==> config.mk <==
export PLATFORM = sky130hd
export DESIGN_NAME = alu_result_stage
export DESIGN_NICKNAME = d
export VERILOG_FILES = /design/src/rtl/alu_result_stage.sv
export SDC_FILE = /design/constraint.sdc
export NUM_CORES = 1
export LEC_CHECK = 0
export ABC_AREA = 1
export CORE_MARGIN = 4
export CORE_UTILIZATION = 35
export CTS_BUF_LIST = sky130_fd_sc_hd__clkbuf_4 sky130_fd_sc_hd__clkbuf_8 sky130_fd_sc_hd__clkbuf_16
export CTS_CLUSTER_DIAMETER = 30
export CTS_CLUSTER_SIZE = 24
export DETAILED_ROUTE_END_ITERATION = 16
export PLACE_DENSITY = 0.61
export SYNTH_ARGS = -nofsm -noshare
export SYNTH_HDL_FRONTEND = slang
export SYNTH_SLANG_ARGS = --single-unit
export TNS_END_PERCENT = 1
==> constraint.sdc <==
create_clock -name Clock -period 2.2 [get_ports Clock]
set_clock_uncertainty 0.05 [all_clocks]
set_input_delay 0.33 -clock Clock [delete_from_list [all_inputs] [get_ports Clock]]
set_output_delay 0.33 -clock Clock [all_outputs]
set_load 0.05 [all_outputs]
==> src/rtl/alu_result_stage.sv <==
// ---------------------------------------------------------------------------
// alu_result_stage
//
// Sits downstream of the per-bit ALU result multiplexers. It captures each
// assembled result (plus carry-out, overflow and the op class) into a
// 2-entry FIFO that feeds register-file write-back. The architectural
// Z/N/C/V flags are updated only when an entry is committed (popped).
//
// Handshakes (both sides): a transfer happens on a rising Clock edge where
// valid and ready are both 1. A producer holds valid and its payload stable
// until the transfer; ready never depends on the other side's valid, and
// in_ready does not look at wb_ready (a full FIFO accepts nothing, even
// when it is popped in the same cycle).
//
// Ports:
//   Clock, Reset_n       rising-edge clock, asynchronous active-low reset
//   in_valid / in_ready  execute-stage handshake
//   Rezultati            assembled WIDTH-bit ALU result
//   CarryOut, Overflow   carry and signed overflow from the MSB slice
//   S                    ALU select; S[2]=1 marks an adder (arithmetic) op
//   dest                 destination register address
//   wb_valid / wb_ready  write-back handshake for the head entry
//   wb_data, wb_dest     head entry payload (0 while the FIFO is empty)
//   flag_Z/N/C/V         committed status flags
// ---------------------------------------------------------------------------
module alu_result_stage #(
  parameter int WIDTH = 16,
  parameter int AW    = 4,
  parameter int DEPTH = 2
) (
  input  logic             Clock,
  input  logic             Reset_n,
  input  logic             in_valid,
  output logic             in_ready,
  input  logic [WIDTH-1:0] Rezultati,
  input  logic             CarryOut,
  input  logic             Overflow,
  input  logic [2:0]       S,
  input  logic [AW-1:0]    dest,
  output logic             wb_valid,
  input  logic             wb_ready,
  output logic [WIDTH-1:0] wb_data,
  output logic [AW-1:0]    wb_dest,
  output logic             flag_Z,
  output logic             flag_N,
  output logic             flag_C,
  output logic             flag_V
);

  // Storage for the two entries, indexed by 1-bit pointers.
  logic [WIDTH-1:0] mem_data [2];
  logic [AW-1:0]    mem_dest [2];
  logic [1:0]       mem_c;
  logic [1:0]       mem_v;
  logic [1:0]       mem_arith;

  logic             wr_ptr;
  logic             rd_ptr;
  logic [1:0]       count;

  logic             push;
  logic             pop;

  // Only the op class matters here; the low select bits distinguish logic
  // ops, which all behave the same for flag purposes.
  logic             unused_s;
  assign unused_s = ^S[1:0];

  assign in_ready = (count != 2'd2);
  assign wb_valid = (count != 2'd0);
  assign push     = in_valid & in_ready;
  assign pop      = wb_valid & wb_ready;

  // Head entry is read through the registered read pointer; nothing from
  // the input side reaches the output in the same cycle.
  always_comb begin
    wb_data = '0;
    wb_dest = '0;
    if (wb_valid) begin
      wb_data = mem_data[rd_ptr];
      wb_dest = mem_dest[rd_ptr];
    end
  end

  // FIFO storage, pointers and occupancy.
  always_ff @(posedge Clock or negedge Reset_n) begin
    if (!Reset_n) begin
      for (int i = 0; i < 2; i++) begin
        mem_data[i] <= '0;
        mem_dest[i] <= '0;
      end
      mem_c     <= '0;
      mem_v     <= '0;
      mem_arith <= '0;
      wr_ptr    <= 1'b0;
      rd_ptr    <= 1'b0;
      count     <= 2'd0;
    end else begin
      if (push) begin
        mem_data[wr_ptr]  <= Rezultati;
        mem_dest[wr_ptr]  <= dest;
        mem_c[wr_ptr]     <= CarryOut;
        mem_v[wr_ptr]     <= Overflow;
        mem_arith[wr_ptr] <= S[2];
        wr_ptr            <= ~wr_ptr;
      end
      if (pop) begin
        rd_ptr <= ~rd_ptr;
      end
      case ({push, pop})
        2'b10:   count <= count + 2'd1;
        2'b01:   count <= count - 2'd1;
        default: count <= count;
      endcase
    end
  end

  // Flags commit from the entry leaving the FIFO. Logic ops leave C/V
  // untouched, so a carry from an earlier add survives an AND/OR/XOR.
  always_ff @(posedge Clock or negedge Reset_n) begin
    if (!Reset_n) begin
      flag_Z <= 1'b0;
      flag_N <= 1'b0;
      flag_C <= 1'b0;
      flag_V <= 1'b0;
    end else if (pop) begin
      flag_Z <= (mem_data[rd_ptr] == '0);
      flag_N <= mem_data[rd_ptr][WIDTH-1];
      if (mem_arith[rd_ptr]) begin
        flag_C <= mem_c[rd_ptr];
        flag_V <= mem_v[rd_ptr];
      end
    end
  end

endmodule

---- After elaboration in Yosys (flattened, before gate mapping) ----
Cells that the tools add are included.
W data, S select, Z words.
word-level totals
  register bits ........................... 54
  latch bits .............................. 0
  RAM bits ................................ 0
  memory bits (read-only) ................. 0
  bits of input ports ..................... 29
  output and inout port bits .............. 26
  word-level logic and storage cells ...... 63
  memories ................................ 0
operators by class
  add/subtract/negate cells ............... 2
  multipliers ............................. 0
  divide/modulo/power cells ............... 0
  order comparisons ....................... 6
  equality and inequality tests ........... 3
  shift-type cells ........................ 0
  multiplexer cells ....................... 26
  bitwise gates (word level) .............. 6
  reduce and logical (&&, ||, !) cells .... 6
operators by type and width
  operator               number
  $mux W16               5
  $bwmux W32             1
  $mux W4                5
  $demux W16 S1          1
  $logic_not A16 Y1      1
  $bwmux W8              1
  $mux W1                7
  $bwmux W2              3
  $demux W4 S1           1
  $ge A2 B2 Y1 const B   2
  $lt A1 B2 Y1 const B   2
  $not A1 Y2             2
  $pmux W2 S2            1
  $reduce_bool A2 Y1     2
  $add A2 B1 Y2 const B  1
  $and A1 B1 Y1          2
  $eq A2 B1 Y1 const B   1
  $eq A2 B2 Y1 const B   1
  $logic_and A1 B1 Y1    2
  $lt A2 B1 Y1 const B   1
  $ne A2 B2 Y1 const B   1
  $not A1 Y1             2
  $reduce_and A2 Y1      1
  $sub A2 B1 Y2 const B  1
  other kinds (2)        2

---- Depth between registers and ports, before layout ----
  depth in word-level cells ............... 6
  gate-level depth with buffers ........... 9
  mapped depth without buffers ............ 8

---- Worst setup path before layout ----
Ideal clock, no wire load.
  path type ............................... reg-to-output
  start point ............................. register rd_ptr
  end point ............................... output wb_data[10]
  data arrival time ....................... 1.504 ns
  data required time ...................... 1.820 ns
  setup slack ............................. 0.316 ns
  cell stages (with the launch flop) ...... 5
  path buffers ............................ 1
  cells stage by stage .................... dfrtp_1 -> inv_2 -> buf_2 -> nand2_1 -> a21oi_1
on the way
  longest elaborated chain between the ends .. 5
ends and longest elaborated chain
  element                                       RTL line  text
  start: declaration                            58        logic rd_ptr;
  start signal: assignment                      108       rd_ptr <= ~rd_ptr;
  $not A1 Y2 (implied by the code)              80        wb_data = mem_data[rd_ptr];
  $mux W16 (implied by the code) (3 in series)  80
  $mux W16                                      79        if (wb_valid) begin
  end: declaration                              42        output logic [WIDTH-1:0] wb_data,
Every way passes these cells. The select of a mux whose other input is x is not followed.

---- Worst setup path in the final report ----
  start point ............................. register rd_ptr
  end point ............................... output wb_data[7]
The elaborated chain is that of the path after synthesis.

==> impl_metrics.ini <==
[outcome]
status = finished clean

[setup_path]
path_class = reg2out
rr_worst_depth = 7
startpoint_type = flop
regToRegStartpoint = count[1]
cp_max_fo = 23
worstPathRequired_ns = 1.82
worstPathArrival_ns = 1.71
startpoint = rd_ptr
cp-end-kind = output pin

[cells_and_area]
most-common-layout-cells = 106 x nand2_1, 54 x dfrtp_1, 30 x clkdlybuf4s50_1
drive_gt1_share_pct = 18.7
post-route-util_pct = 49.2
mostFrequentLayoutCell = nand2_1
nFillCells = 661
nNetsFinal = 387
area_growth_pct = 33.7
diodes = 0

[synthesis]
synth_seq_area_share_pct = 52.9
synth_fp_nets = 336
yosys.cell_types.count = 25
synth_edf_count = 0
yosysWarningCount = 0
async_flop_share_pct = 100
netlist_area_um2 = 2550
syn_area_per_cell_um2 = 8.35
ys.flop_type = dfrtp_1
synth_seq_cells = 54
synth_cells = 306

[sta]
fmax_ghz = 0.478
worst_slew_pin_slew_ns = 0.684
setup_viol = 0
period_needed_ns = 2.09
finalHoldViolations = 0
timing.final.max_slew_violations = 0
rsz0062_at_grt = false
max_slew_margin_pct = 54.4
post-route-period-util_pct = 95.0
tns_ns = 0

[drt]
num_vias = 2047
remaining_drc_errors = 0
drt_iter0_markers = 114
viasPerCell = 4.51
routedWlPerCell_um = 12.3
ant_nets = 0
firstDrtPassIters = 4
routed_wl_um = 5590

[power_and_ir_drop]
total_power_mw = 6.23
intPower_mw = 3.27
switchingPower_mw = 2.97
power.static_leakage_nw = 1.67
cellPowerDensity_nw_per_um2 = 1820
p_seq_share_pct = 27.7
combPwrFrac_pct = 63.5
ir_drop_uv = 882
power.clock.fraction_pct = 8.8
power.share.switching_pct = 47.6

[global_routing]
grt_max_degree = 55
grt_pass1_vias = 2075
grt_antenna_before_repair = 0
grt_pass1_wl_um = 9600
grt.total_usage_pct = 13.9
grt_overflow = 0

[floorplan]
start_util_pct = 36.8
fp.dieH_um = 93.4
rows = 30
coreArea_um2 = 6940
die_w_um = 93.4
ioPinCount = 55
die_area_um2 = 8730

[place]
routabilityCongestion = 0.722
hpwl_um = 3740
io_buffers = 52

[clock_tree]
clock_latency_ns = 0.30
clock-sinks = 54
htreeDepth = 2
cts_tree = yes
numCtsBuffers = 5
clock_path_buffers = 2
clk_pin_slew_ns = 0.10
ctsResizeCount = 0
cts-root-buf = clkbuf_8
cts_hold_buffers = 0
cts_setup_buffers = 0

[job]
cap_violations = 0

[hold_path]
hold_path.class = in2async
[cell usage after synthesis, drive strengths merged, types with 2 or more instances]
library cell	instances	area [µm²]
nor2	16	62.6
a31oi	2	12.5
a21oi	18	90.1
xnor2	2	17.5
buf	8	65.1
dfrtp	54	1350
nand2	111	439
clkbuf	7	27.5
nand3	2	15.0
or2	4	27.5
inv	28	105
o21ai	51	308
[per-layer routing]
| layer | share of wire (%) | GRT usage [%] | up-vias |
|---|---|---|---|
| met5 | 0 | 0 | - |
| met1 | 46 | 17.9 | 939 |
| met2 | 48 | 23.4 | 37 |
| li1 | - | - | 1067 |
| met4 | 0.77 | 4.03 | 0 |
| met3 | 4.8 | 2.82 | 4 |
[stage by stage]
step / setup WS [ns] / cell area [µm²] / std cells / hold slack, ns
floorplan: 0.316 / 2550 / 306 / -0.0156
global placement: 0.381 / 3320 / 446 / 0.408
detailed placement: 0.379 / 3320 / 446 / 0.417
CTS: 0.105 / 3410 / 454 / 0.126
global route: 0.0225 / 3410 / 454 / 0.139
finish: 0.110 / 3410 / 454 / 0.0896
[layout make-up]
| class | count | area, µm² | share of cell area, % |
|---|---|---|---|
| flip-flops and latches | 54 | 1350 | 39.6 |
| multi-input cells | 209 | 1010 | 29.5 |
| repair buffers | 59 | 741 | 21.7 |
| well taps | 96 | 120 | 3.52 |
| inverters | 28 | 105 | 3.08 |
| clock buffers | 5 | 68.8 | 2.02 |
| clock inverters | 3 | 21.3 | 0.623 |
[critical path, cell delays in order, from the launching register on]
cell     delay, ns
dfrtp_1       0.41
inv_2         0.35
nand2_1       0.14
a21oi_1       0.31
buf_12        0.18
[final timing paths]
check / to / slack, ns
min in group Clock: mem_data[16] / 0.43
worst min-delay path: mem_data[11] / 0.09
worst max-delay path: wb_data[7] / 0.11
worst min register to register: mem_data[16] / 0.43
worst max register to register: count[1] / 0.50
max in group asynchronous: mem_data[4] / 1.55
[logic make-up after synthesis]
group / Yosys count / share of synthesized area (%)
simple gates: 133 / 21.3
compound gates: 71 / 16.1
flops: 54 / 52.9
buf+inv: 43 / 7.74
xor+xnor: 3 / 1.03
mux: 1 / 0.441
fa+ha+maj: 1 / 0.490
[power by group through the flow]
stage               registers, mW  logic [mW]  clock network (mW)
detailed placement           1.74        4.00                   0
finish                       1.72        3.96               0.548
CTS                          1.73        4.02               0.567
global placement             1.72        3.97                   0
global route                 1.78        4.27               0.616
floorplan                    1.78        2.41                   0
[registers in the layout, indices dropped and copies added, names as in the netlist]
signal / cells
mem_data: 32
mem_dest: 8
count: 2
mem_arith: 2
mem_c: 2
mem_v: 2
flag_C: 1
flag_N: 1
flag_V: 1
flag_Z: 1
rd_ptr: 1
wr_ptr: 1
(Power assumes the default switching activity.)
